**src/rtl/cp0_timer_pkg.sv**
```systemverilog
// Shared timer definitions: register offsets, FSM states, mode codes and bridge base addresses.
package cp0_timer_pkg;

  localparam logic [1:0] TIMER_CTRL    = 2'b00;
  localparam logic [1:0] TIMER_PRESET  = 2'b01;
  localparam logic [1:0] TIMER_COUNT   = 2'b10;

  localparam logic [1:0] MODE_ONESHOT  = 2'b00;
  localparam logic [1:0] MODE_PERIODIC = 2'b01;

  localparam logic [31:0] TIMER0_BASE  = 32'h0000_7F00;
  localparam logic [31:0] TIMER1_BASE  = 32'h0000_7F10;

  typedef enum logic [1:0] {
    StIdle = 2'b00,
    StLoad = 2'b01,
    StCnt  = 2'b10,
    StInt  = 2'b11
  } timer_state_e;

  // Only mode 01 reloads; the unused codes 10/11 fall back to one-shot.
  function automatic logic is_periodic(input logic [1:0] mode);
    return mode == MODE_PERIODIC;
  endfunction

endpackage

```
**src/rtl/cp0_timer.sv**
```systemverilog
// Memory-mapped countdown timer (one-shot / periodic) driving CP0 HWInt[0].
module cp0_timer
  import cp0_timer_pkg::*;
#(
  parameter int unsigned           DATA_W    = 32,
  parameter logic [DATA_W-1:0]     CNT_RESET = '0
) (
  input  logic              clk,
  input  logic              reset,
  input  logic [31:0]       Addr,
  input  logic              WE,
  input  logic [DATA_W-1:0] Din,
  output logic [DATA_W-1:0] Dout,
  output logic              IRQ
);

  localparam logic [DATA_W-1:0] CntOne = DATA_W'(1);

  logic [3:0]        r_ctrl;
  logic [DATA_W-1:0] r_preset;
  logic [DATA_W-1:0] r_count;
  logic              r_irq_flag;
  timer_state_e      r_state;

  logic w_wr_ctrl;
  logic w_wr_preset;
  logic w_kill;
  logic w_unused_addr;

  assign w_wr_ctrl     = WE && (Addr[3:2] == TIMER_CTRL);
  assign w_wr_preset   = WE && (Addr[3:2] == TIMER_PRESET);
  // A disabling CTRL write pre-empts whatever the FSM would do this edge.
  assign w_kill        = w_wr_ctrl && !Din[0];
  assign w_unused_addr = ^{Addr[31:4], Addr[1:0]};

  assign IRQ = r_ctrl[3] & r_irq_flag;

  always_ff @(posedge clk) begin
    if (reset) begin
      r_ctrl     <= 4'h0;
      r_preset   <= CNT_RESET;
      r_count    <= CNT_RESET;
      r_irq_flag <= 1'b0;
      r_state    <= StIdle;
    end else begin
      if (w_wr_preset) begin
        r_preset <= Din;
      end

      if (w_kill) begin
        r_state <= StIdle;
      end else begin
        unique case (r_state)
          StIdle: begin
            if (r_ctrl[0]) begin
              r_irq_flag <= 1'b0;
              r_state    <= StLoad;
            end
          end
          StLoad: begin
            r_count    <= r_preset;
            r_irq_flag <= 1'b0;
            r_state    <= StCnt;
          end
          StCnt: begin
            if (!r_ctrl[0]) begin
              r_state <= StIdle;
            end else if (r_count > CntOne) begin
              r_count <= r_count - CntOne;
            end else begin
              r_count    <= '0;
              r_irq_flag <= 1'b1;
              r_state    <= StInt;
            end
          end
          StInt: begin
            // Periodic keeps the flag through IDLE; it drops on entry to LOAD.
            if (!is_periodic(r_ctrl[2:1])) begin
              r_ctrl[0] <= 1'b0;
            end
            r_state <= StIdle;
          end
          default: r_state <= StIdle;
        endcase
      end

      if (w_wr_ctrl) begin
        r_ctrl <= Din[3:0];
      end
    end
  end

  always_comb begin
    Dout = '0;
    unique case (Addr[3:2])
      TIMER_CTRL:   Dout = {{(DATA_W-4){1'b0}}, r_ctrl};
      TIMER_PRESET: Dout = r_preset;
      TIMER_COUNT:  Dout = r_count;
      default:      Dout = '0;
    endcase
  end

endmodule

```
**config.mk**
```make
export PLATFORM = sky130hd
export DESIGN_NAME = cp0_timer
export DESIGN_NICKNAME = d
export VERILOG_FILES = /design/src/rtl/cp0_timer_pkg.sv /design/src/rtl/cp0_timer.sv
export SDC_FILE = /design/constraint.sdc
export NUM_CORES = 1
export LEC_CHECK = 0
export CAP_MARGIN = 20
export CORE_AREA = 2 2 114 116
export DETAILED_ROUTE_END_ITERATION = 8
export DIE_AREA = 0 0 116 118
export GPL_ROUTABILITY_DRIVEN = 1
export HOLD_SLACK_MARGIN = 0.1
export PLACE_DENSITY_LB_ADDON = 0.25
export SLEW_MARGIN = 25
export SYNTH_ARGS = -nofsm -noshare
export SYNTH_HDL_FRONTEND = slang
export SYNTH_SLANG_ARGS = --single-unit
export TNS_END_PERCENT = 20
```
**constraint.sdc**
```tcl
create_clock -name clk -period 5.4 [get_ports clk]
set_clock_uncertainty 0.2 [all_clocks]
set_input_delay 1.08 -clock clk [delete_from_list [all_inputs] [get_ports clk]]
set_output_delay 1.08 -clock clk [all_outputs]
set_load 0.01 [all_outputs]
```
==> impl_results.rst, run 1 <==
.. list-table::
   :header-rows: 1

   * - Metric
     - Value
   * - Sort of element at the end of the critical path
     - primary output
   * - Maximum net fanout on the critical path
     - 31
   * - Number of nets at the end of the flow
     - 674
   * - Multi-input logic area
     - 2590 um^2
   * - Worst-margin pin slew
     - 0.890 ns
   * - CTS Buffer Depth
     - 2
   * - Arrival time at the worst endpoint
     - 3.17 ns
   * - Xor and xnor fraction of the mapped netlist area
     - 0.00407
   * - Reg power frac
     - 0.357
   * - Sum of negative setup slack
     - 0 ns
   * - Die width
     - 116 um
   * - Kind of start point of the critical path
     - primary input
   * - Wire length of the first global-routing pass
     - roughly 22,000 um
   * - TritonCTS clock tree
     - built
   * - Max Clock Freq
     - between 200 and 250 MHz
   * - Library cell appearing most often on the critical path
     - sky130_fd_sc_hd__clkdlybuf4s50_1
   * - Sum of routed wire length over all layers
     - between 10,000 and 15,000 um
   * - TritonRoute pass-1 iters
     - 5
   * - Number of hold buffers added after CTS
     - 0
   * - Number of buffers created by CTS
     - 9
   * - Total of max-cap violations
     - 0
   * - DIE HEIGHT
     - 118 um
   * - Largest vdd supply drop
     - 0.161 mV
   * - Maximum number of pins on one net before global-route repair
     - 46
   * - Number of global-route vias before repair
     - about 4.3k
   * - Data required, critical path
     - 4.12 ns
   * - Number of post-CTS setup repair buffers
     - 0
   * - Routed len/inst
     - 16.9 um
   * - Site row count
     - 41
   * - Area of all placed cells without fillers
     - 5380 um^2
   * - Type of the tightest min-delay check
     - reg -> reg
   * - Part of the Yosys area used for sequential elements
     - 0.330
   * - Number of antenna violations at the first check in global routing
     - 0
   * - Setup-violating endpoint count in the final report
     - 0
   * - Adder and majority cell fraction of the synthesized area
     - 0.0174
   * - Switching fraction of total power
     - 0.285
   * - Cell area reported after detailed placement
     - 5030 um^2
   * - Core Box Area
     - around 12,000 um^2
   * - Residual DRC
     - 0
   * - Layout Cells excl Fill
     - approximately 780
   * - Dominant combinational cell family by area after synthesis
     - simple AND/OR/NAND/NOR gates
   * - Internal power of the cells
     - 1.11 mW
   * - Hold-critical path depth
     - 1
   * - Number of nets with antenna violations after routing
     - 0
   * - Worst Path Class, Setup
     - in -> out
   * - Worst Slack Setup Final
     - 0.952 ns
   * - Fraction of layout cells with a size suffix above 1
     - 0.0677
   * - Skew-Pair Late Insertion Delay
     - about 0.33 ns
   * - Sinks on the clock net
     - approximately 70
   * - Ports
     - 100
   * - Max stage delay on crit path
     - 0.63 ns
   * - Count of unique library cells instantiated by Yosys
     - 61
   * - Number of pins exceeding their max-slew limit in the final report
     - 0
   * - Iteration-0 DRC Markers
     - about 330
   * - Number of diodes
     - 0
   * - Avg Cell Area, Syn
     - between 7 and 8 um^2
   * - Leakage power total
     - between 1.5 and 2 nW
   * - Number of H-tree levels
     - 3
   * - RSZ-0062 raised after global routing
     - no
   * - Sequential cell area
     - 1420 um^2
   * - Placement-stage worst setup slack
     - 0.959 ns
   * - Global-route congestion overflow total
     - 0
   * - Syn Nets
     - between 600 and 700
   * - Crit share post-route
     - 0.824
   * - Logic depth of the worst path, buffers included
     - 5
   * - Register clock-pin slew on the reported worst setup and hold paths
     - 0.05 ns
   * - GPL Wtd Cong
     - between 0.8 and 0.9
   * - Number of flops mapped to enable cells by yosys
     - 0
   * - Comb pwr share
     - 0.197
   * - Net load switching power
     - 0.443 mW
   * - DR vias/cell
     - 5.80
   * - Final Hold Fails
     - 0
   * - Fill count
     - 1,286
   * - Cell family with the largest share of critical-path delay
     - buffers and inverters
   * - Number of gates resized after cts
     - 0
   * - Mapped cell area
     - 4300 um^2
   * - Total global routing track utilization
     - 0.195
   * - Compound-Gate Fraction of Synth Area
     - 0.262
   * - Initial standard-cell utilization of the core
     - 0.347
   * - Minimum clock period after layout
     - 4.45 ns
   * - Synth warn
     - 0
   * - Routed vias
     - 4,510
   * - Core Util, Final
     - 0.434
   * - Cells traversed along the worst timing path
     - clkdlybuf4s50_1 > nor2b_2 > buf_4 > a22o_1 > clkdlybuf4s50_1
   * - Mux cell area share after synthesis
     - 0.0140
   * - Worst Reg-to-Reg Cells
     - 5
   * - Async set or reset register ratio after synthesis
     - 0
   * - Buffer type at the clock tree root
     - sky130_fd_sc_hd__clkbuf_16
   * - Worst slew margin relative to its limit
     - 0.405
   * - HPWL Detailed
     - 8850 um
   * - Number of synthesized register bits
     - 71
   * - Layout overhead on the synthesized area
     - 25.1%
   * - Number of I/O port buffers
     - 69
   * - Inst Count DP
     - between 700 and 800
   * - CP max-delay cell
     - sky130_fd_sc_hd__clkdlybuf4s50_1
   * - Worst path bufs/invs
     - 3
   * - Simple-gate portion of the synthesized area
     - 0.302
   * - Die Footprint
     - about 14,000 um^2
   * - Most common flop cell mapped by yosys
     - sky130_fd_sc_hd__dfxtp_1
   * - Result of the run
     - complete, no violations
   * - Power density over cell area
     - between 200 and 300 nW/um^2
   * - Clock network fraction of total power
     - 0.446
   * - Synthesized instance count
     - 568
-- area by class of cell --
cell class,instances,share of cell area
clock buffers,11,0.0451
clock inverters,5,0.0195
inverters,15,0.0105
multi-input cells,426,0.481
flip-flops and latches,71,0.264
well taps,172,0.0400
repair buffers,78,0.140
-- layer usage --
metal	track usage	vias to the layer above	routed length (um)
li1	-	2187	-
met1	0.273	2138	6120
met2	0.310	164	6070
met3	0.0294	21	714
met4	0.0543	0	269
met5	0	-	0
-- stage by stage --
| step | total power, mW | hold WS [ns] |
|---|---|---|
| after global routing | 1.61 | 0.294 |
| after detailed placement | 0.869 | 0.251 |
| after floorplan | 0.778 | 0.232 |
| after CTS | 1.56 | 0.264 |
| final | 1.56 | 0.262 |
| after global placement | 0.863 | 0.251 |
-- cells in the mapped netlist, types with 3 or more instances --
cell	number	area [um^2]
sky130_fd_sc_hd__a221oi_1	4	35.0
sky130_fd_sc_hd__nand3b_1	3	22.5
sky130_fd_sc_hd__clkbuf_1	42	158
sky130_fd_sc_hd__buf_1	5	18.8
sky130_fd_sc_hd__ha_1	6	75.1
sky130_fd_sc_hd__a22o_1	28	245
sky130_fd_sc_hd__buf_6	4	45.0
sky130_fd_sc_hd__o41ai_1	4	35.0
sky130_fd_sc_hd__nand2_1	90	338
sky130_fd_sc_hd__a22oi_1	3	22.5
sky130_fd_sc_hd__dfxtp_1	71	1420
sky130_fd_sc_hd__nand3_1	17	85.1
sky130_fd_sc_hd__o211ai_1	3	22.5
sky130_fd_sc_hd__buf_2	4	20.0
sky130_fd_sc_hd__nor2_1	27	101
sky130_fd_sc_hd__and3_1	16	100
sky130_fd_sc_hd__nand4_1	12	75.1
sky130_fd_sc_hd__inv_1	14	52.6
sky130_fd_sc_hd__o21a_1	3	22.5
sky130_fd_sc_hd__o21ai_0	9	45.0
sky130_fd_sc_hd__nor2b_1	12	75.1
sky130_fd_sc_hd__a21oi_1	67	335
sky130_fd_sc_hd__nor3_1	22	110
sky130_fd_sc_hd__or2_2	3	18.8
sky130_fd_sc_hd__nor4_1	13	81.3
sky130_fd_sc_hd__o32ai_1	7	61.3
sky130_fd_sc_hd__a31oi_1	21	131
sky130_fd_sc_hd__or4_1	7	52.6
sky130_fd_sc_hd__and2_1	3	18.8
sky130_fd_sc_hd__mux2i_1	6	60.1
-- worst register-to-register path: stages, from the launching register on --
cell and delay (ns):
sky130_fd_sc_hd__dfxtp_1 0.36, sky130_fd_sc_hd__or4_1 0.68, sky130_fd_sc_hd__nor2_1 0.44, sky130_fd_sc_hd__nand4_4 0.60
sky130_fd_sc_hd__a21oi_1 0.58, sky130_fd_sc_hd__a221oi_1 0.16
-- cells by family (layout without fill, tap and decap cells) --
family / count (synthesis) / in the layout
AND/OR/NAND/NOR: 244 / 244
AO/OA/AOI/OAI: 168 / 168
flip-flops: 71 / 71
buffers and inverters: 71 / 109
adder cells (fa/ha/maj): 6 / 6
multiplexers: 6 / 6
XOR/XNOR: 2 / 2
-- cells in the final DEF, fill, tap and decap left out, types with 15 or more instances in the layout --
cell type                          n
sky130_fd_sc_hd__nand2_1          89
sky130_fd_sc_hd__dfxtp_1          71
sky130_fd_sc_hd__clkdlybuf4s50_1  68
sky130_fd_sc_hd__a21oi_1          67
sky130_fd_sc_hd__a22o_1           28
sky130_fd_sc_hd__nor2_1           27
sky130_fd_sc_hd__nor3_1           22
sky130_fd_sc_hd__a31oi_1          21
sky130_fd_sc_hd__nand3_1          17
sky130_fd_sc_hd__and3_1           15
-- state kept, by name (all words and copies together), names as in the netlist --
register and cells:
r_preset 32, r_ctrl 4, r_irq_flag 1, r_state 2
r_count 32
-- worst paths after layout --
check         startpoint           to  slack, ns
min           r_irq_flag   r_irq_flag       0.26
max              Addr[2]     Dout[31]       0.95
max reg2reg  r_count[20]  r_count[19]       2.23
min reg2reg   r_irq_flag   r_irq_flag       0.26
-- power by group through the flow --
stage          clock network [mW]  registers, mW  logic [mW]
6_report                    0.694          0.555       0.306
5_1_grt                     0.724          0.558       0.331
4_1_cts                     0.701          0.555       0.303
3_5_place_dp                    0          0.567       0.302
2_1_floorplan                   0          0.560       0.218
3_3_place_gp                    0          0.566       0.297
(Power assumes the default switching activity.)
==> inputs of run 2 (changes only) <==
Clock period 5.4 ns to 3.57 ns, I/O delays scaled along.
==> run 2 against run 1 <==
  * Design area is 1.4% higher
  * Combinational power is 59% higher
  * Sequential share of layout area is 0.38 points lower
  * Register-to-register slack worse by 1.5 ns
  * Critical endpoint unchanged
  * Total power is 41% higher
  * First-iteration DRC count is 13% lower
  * Global-route usage hardly changed
  * Setup slack worse by 0.75 ns
  * Via count is 0.62% lower
  * Die area stayed put
  * Wire length is 0.49% lower
==> impl_results.rst, run 2 (synthesis gave the netlist of run 1 again) <==
.. list-table::
   :header-rows: 1

   * - Metric
     - Value
   * - Routed vias
     - 4,482 (-0.62%)
   * - Cell family with the largest share of critical-path delay
     - buffers and inverters
   * - Number of I/O port buffers
     - 69 (unchanged)
   * - Register clock-pin slew on the reported worst setup and hold paths
     - 0.05 ns (about the same)
   * - Global-route congestion overflow total
     - 0 (unchanged)
   * - Wire length of the first global-routing pass
     - 21,700 um (-0.26%)
   * - Worst-margin pin slew
     - 0.832 ns (-0.0575 ns)
   * - Layout overhead on the synthesized area
     - 26.9%
   * - Kind of start point of the critical path
     - primary input
   * - Setup-violating endpoint count in the final report
     - 0 (unchanged)
   * - RSZ-0062 raised after global routing
     - no
   * - Site row count
     - 41 (unchanged)
   * - Worst Path Class, Setup
     - in -> out
   * - GPL Wtd Cong
     - 0.895 (+7.1%)
   * - Arrival time at the worst endpoint
     - 2.46 ns (-0.71 ns)
   * - Number of gates resized after cts
     - 0 (unchanged)
   * - Internal power of the cells
     - 1.54 mW (+39%)
   * - Cells traversed along the worst timing path
     - clkdlybuf4s50_1 > nor2b_2 > buf_12 > a22o_1 > clkdlybuf4s50_1
   * - Sort of element at the end of the critical path
     - primary output
   * - TritonRoute pass-1 iters
     - 5 (unchanged)
   * - Sum of negative setup slack
     - 0 ns (unchanged)
   * - CTS Buffer Depth
     - 2 (unchanged)
   * - Net load switching power
     - 0.645 mW (+46%)
   * - Library cell appearing most often on the critical path
     - sky130_fd_sc_hd__clkdlybuf4s50_1
   * - Switching fraction of total power
     - 0.295 (+0.0102)
   * - Number of diodes
     - 0 (unchanged)
   * - Initial standard-cell utilization of the core
     - 0.347 (unchanged)
   * - Max stage delay on crit path
     - 0.59 ns (-0.04 ns)
   * - Die width
     - 116 um (unchanged)
   * - Data required, critical path
     - 2.66 ns (-1.46 ns)
   * - Ports
     - 100 (unchanged)
   * - Maximum number of pins on one net before global-route repair
     - 35 (-24%)
   * - Number of pins exceeding their max-slew limit in the final report
     - 0 (unchanged)
   * - Number of hold buffers added after CTS
     - 0 (unchanged)
   * - Die Footprint
     - 13,700 um^2 (unchanged)
   * - Result of the run
     - complete, no violations
   * - DIE HEIGHT
     - 118 um (unchanged)
   * - Total global routing track utilization
     - 0.195 (about the same)
   * - Routed len/inst
     - 16.6 um (-1.6%)
   * - CP max-delay cell
     - sky130_fd_sc_hd__clkdlybuf4s50_1
   * - Power density over cell area
     - 401 nW/um^2 (+39%)
   * - Type of the tightest min-delay check
     - reg -> reg
   * - HPWL Detailed
     - 9000 um (+1.6%)
   * - Worst slew margin relative to its limit
     - 0.441 (+0.0357)
   * - Worst path bufs/invs
     - 3 (unchanged)
   * - Max Clock Freq
     - 297 MHz
   * - Maximum net fanout on the critical path
     - 28 (-9.7%)
   * - Number of antenna violations at the first check in global routing
     - 0 (unchanged)
   * - Number of H-tree levels
     - 3 (unchanged)
   * - TritonCTS clock tree
     - built
   * - Clock network fraction of total power
     - 0.393 (-0.053)
   * - Final Hold Fails
     - 0 (unchanged)
   * - Number of global-route vias before repair
     - 4,326 (+0.75%)
   * - Sinks on the clock net
     - 71 (unchanged)
   * - Iteration-0 DRC Markers
     - 291 (-13%)
   * - Number of post-CTS setup repair buffers
     - 0 (unchanged)
   * - Number of buffers created by CTS
     - 9 (unchanged)
   * - Buffer type at the clock tree root
     - sky130_fd_sc_hd__clkbuf_16
   * - Most frequent cells in the layout
     - sky130_fd_sc_hd__nand2_1 (90), sky130_fd_sc_hd__dfxtp_1 (71), sky130_fd_sc_hd__clkdlybuf4s50_1 (68)
   * - Fraction of layout cells with a size suffix above 1
     - 0.0780 (+0.0104)
   * - Biggest regs
     - r_count x32, r_preset x32, r_ctrl x4
   * - Minimum clock period after layout
     - ~3.4 ns
   * - Sum of routed wire length over all layers
     - 13,100 um (-0.49%)
   * - Comb pwr share
     - 0.222 (+0.025)
   * - Residual DRC
     - 0 (unchanged)
   * - Worst hold margin
     - 0.271 ns (+0.00924 ns)
   * - Crit share post-route
     - 0.944
   * - Most common library cell in the layout ignoring fill and taps
     - sky130_fd_sc_hd__nand2_1
   * - Total of max-cap violations
     - 0 (unchanged)
   * - Leakage power total
     - 1.96 nW (+2.8%)
   * - Skew-Pair Late Insertion Delay
     - 0.33 ns (about the same)
   * - Number of nets with antenna violations after routing
     - 0 (unchanged)
   * - Number of nets at the end of the flow
     - 685 (+1.6%)
   * - Core Box Area
     - 12,400 um^2 (unchanged)
   * - Reg power frac
     - 0.384 (+0.027)
   * - Largest vdd supply drop
     - 0.243 mV (+51%)
   * - DR vias/cell
     - 5.70 (-1.8%)
[run 2: changes by cell type in the layout (fill, tap and decap cells not counted), sizes merged]
cell,delta
buf,+11
clkinvlp,-2
bufinv,-3
clkbuf,+3
[run 2: area by class of cell]
class | count | area [um^2]
Clock buffer | 14 | 284
Fill cell | 1291 | 6950
Inverter | 15 | 56.3
Multi-Input combinational cell | 426 | 2580
Sequential cell | 71 | 1420
Tap cell | 172 | 215
Timing Repair Buffer | 89 | 898
[run 2: worst min-delay path, stage by stage (launching register included)]
cell	delay, ns
sky130_fd_sc_hd__dfxtp_1	0.31
sky130_fd_sc_hd__nand2_1	0.06
sky130_fd_sc_hd__a21oi_1	0.05
[run 2: path summary, 6_finish.rpt]
path,start,to,slack (ns),cells past startpoint
worst max-delay path,Addr[3],Dout[31],0.20,5
worst min-delay path,r_preset[27],r_preset[27],0.27,2
worst max register to register,r_count[0],r_count[26],0.71,7
worst min register to register,r_preset[27],r_preset[27],0.27,2
[run 2: routing by layer]
layer  routed length [um]  global-route usage  vias to the layer above  part of all wire
met5                    0                   0                        -                 0
met4                  163              0.0536                        0             0.012
met3                  717              0.0314                       18             0.055
met2                 6150               0.311                      151              0.47
met1                 6070               0.272                     2114              0.46
li1                     -                   -                     2199                 -
[run 2: power groups by stage]
stage	logic, mW	registers, mW	clock network (mW)
2_1_floorplan	0.330	0.847	0
3_3_place_gp	0.476	0.857	0
3_5_place_dp	0.481	0.857	0
4_1_cts	0.483	0.840	0.883
5_1_grt	0.531	0.844	0.910
6_report	0.487	0.841	0.861
[run 2: stage by stage]
step           utilization  power, mW  cells  worst slack [ns]  instance area [um^2]
6_report             0.440       2.19    787             0.199                  5460
5_1_grt              0.440       2.28    787            0.0950                  5460
4_1_cts              0.440       2.21    787             0.171                  5460
3_5_place_dp         0.417       1.34    773             0.180                  5180
3_3_place_gp         0.417       1.33    773             0.175                  5180
2_1_floorplan            -       1.18    568             0.856                  4300
==> patch, RTL diff (config.mk and constraints of run 2) <==
The 4 states of `timer_state_e` get a one-hot encoding in 4 bits.
--- a/src/rtl/cp0_timer_pkg.sv
+++ b/src/rtl/cp0_timer_pkg.sv
@@ -12,9 +12,9 @@
   localparam logic [31:0] TIMER1_BASE  = 32'h0000_7F10;
 
-  typedef enum logic [1:0] {
-    StIdle = 2'b00,
-    StLoad = 2'b01,
-    StCnt  = 2'b10,
-    StInt  = 2'b11
+  typedef enum logic [3:0] {
+    StIdle = 4'b0001,
+    StLoad = 4'b0010,
+    StCnt  = 4'b0100,
+    StInt  = 4'b1000
   } timer_state_e;
 
Function: same outputs for any inputs over 4 cycles, from zero or initial values and one cycle with reset high; so few cycles prove little.
==> patch against run 2 <==
- critical path type unchanged
- sequential cell count grew 2
- worst setup slack gained 21 ps
- wire length is essentially flat
- global-route usage shrank 0.14 points
- highest routed layer unchanged
- final area shrank 3.0%
- synthesized area shrank 5.7%
- synthesized cell count shrank 5.8%
- die area is the same
Power is not compared: it rests on default switching activity, and its combinational part moved more than twofold at a synthesized area within 25%.
==> patch: results (changes against run 2) <==
vias in the first global route: 4079 (-5.7%)
dpl ws: 241.6 ps (+61.77 ps)
FILL cells: 1287 (-0.31%)
syn nets: 604 (-5.8%)
Top Registers: r_count x32, r_preset x32
register area share after synthesis: 0.3602 (+0.02993)
Synth area leaders: dfxtp_1 (36%), nand2_1 (9.2%), a21oi_1 (6.8%), a22o_1 (6.0%), nor2_1 (3.9%)
DP HPWL: 8995 microns (about the same)
1st-iter DRT viols: 269 (-7.6%)
CP Data Arrival Time: 2440 ps (-20 ps)
status: completed
gp weighted congestion: 0.8749 (-2.3%)
Total GRT Usage: 0.1937 (-0.001405)
Post-Syn Instances: 535 (-5.8%)
Max stage delay on crit path: 550 ps (-40 ps)
Slew @ Worst Pin: 737.0 ps (-95.39 ps)
DR WL/cell: 16.96 microns (+1.9%)
Adder-Cell Fraction of Synth Area: 0.006167 (-0.01127)
# nets final: 664 (-3.1%)
Compound-Gate Fraction of Synth Area: 0.2828 (+0.02055)
largest net degree at the start of global routing: 35 (unchanged)
first-pass GRT wire length: 21050 microns (-3.2%)
DP Area: 0.004986 sq mm (-3.7%)
synth warn: 0 (unchanged)
proportion of layout cells with a drive suffix above 1: 0.08667 (+0.008618)
Post-Layout Cell Count: 772 (-1.9%)
post-synthesis cell type count: 53 (-13%)
fraction of synthesized cell area in xor and xnor cells: 0 (-0.004070)
Yosys top cell area share: 0.3602 (+0.02993)
placed cell count: 756 (-2.2%)
-- patch: area by class of cell --
class / count / area (sq um) / area share
multi-input cells: 411 / 2400 / 0.4530
inverters: 9 / 33.78 / 0.006377
clock buffers: 10 / 229.0 / 0.04322
well taps: 172 / 215.2 / 0.04062
clock inverters: 6 / 82.58 / 0.01559
repair buffers: 91 / 875.8 / 0.1653
flip-flops and latches: 73 / 1461 / 0.2759
-- patch: kinds of logic after synthesis --
| kind of cell | count (synthesis) |
|---|---|
| multiplexers | 7 |
| adder cells (fa/ha/maj) | 2 |
| AND/OR/NAND/NOR | 232 |
| flip-flops | 73 |
| buffers and inverters | 51 |
| AO/OA/AOI/OAI | 170 |
-- patch: worst paths after layout --
kind / start / endpoint / slack, ps / cells after the start
hold / removal: r_preset[6] / r_preset[6] / 270 / 2
hold reg to reg: r_preset[6] / r_preset[6] / 270 / 2
setup / recovery: Addr[2] / Dout[25] / 220 / 6
setup reg to reg: r_count[1] / r_count[24] / 810 / 8
-- patch: worst reg2reg max path, delay by kind of cell, from the launching register on --
family | cells | cell delay (ps)
adder cells (fa/ha/maj) | 1 | 300
AO/OA/AOI/OAI | 2 | 200
AND/OR/NAND/NOR | 4 | 1500
buffers and inverters | 1 | 120
flip-flops | 1 | 370
-- patch: layer usage --
metal / part of all wire / routed length [microns] / global-route usage
met4: 0.015 / 201 / 0.05804
met5: 0 / 0 / 0
met2: 0.46 / 6089 / 0.3052
met3: 0.049 / 648 / 0.03090
met1: 0.47 / 6157 / 0.2710
-- patch: power by group --
group	switching, mW	total [mW]	internal [mW]
clock	0.357	0.965	0.608
combinational	0.0739	0.149	0.0756
sequential	0.0142	0.844	0.830
total	0.445	1.96	1.51
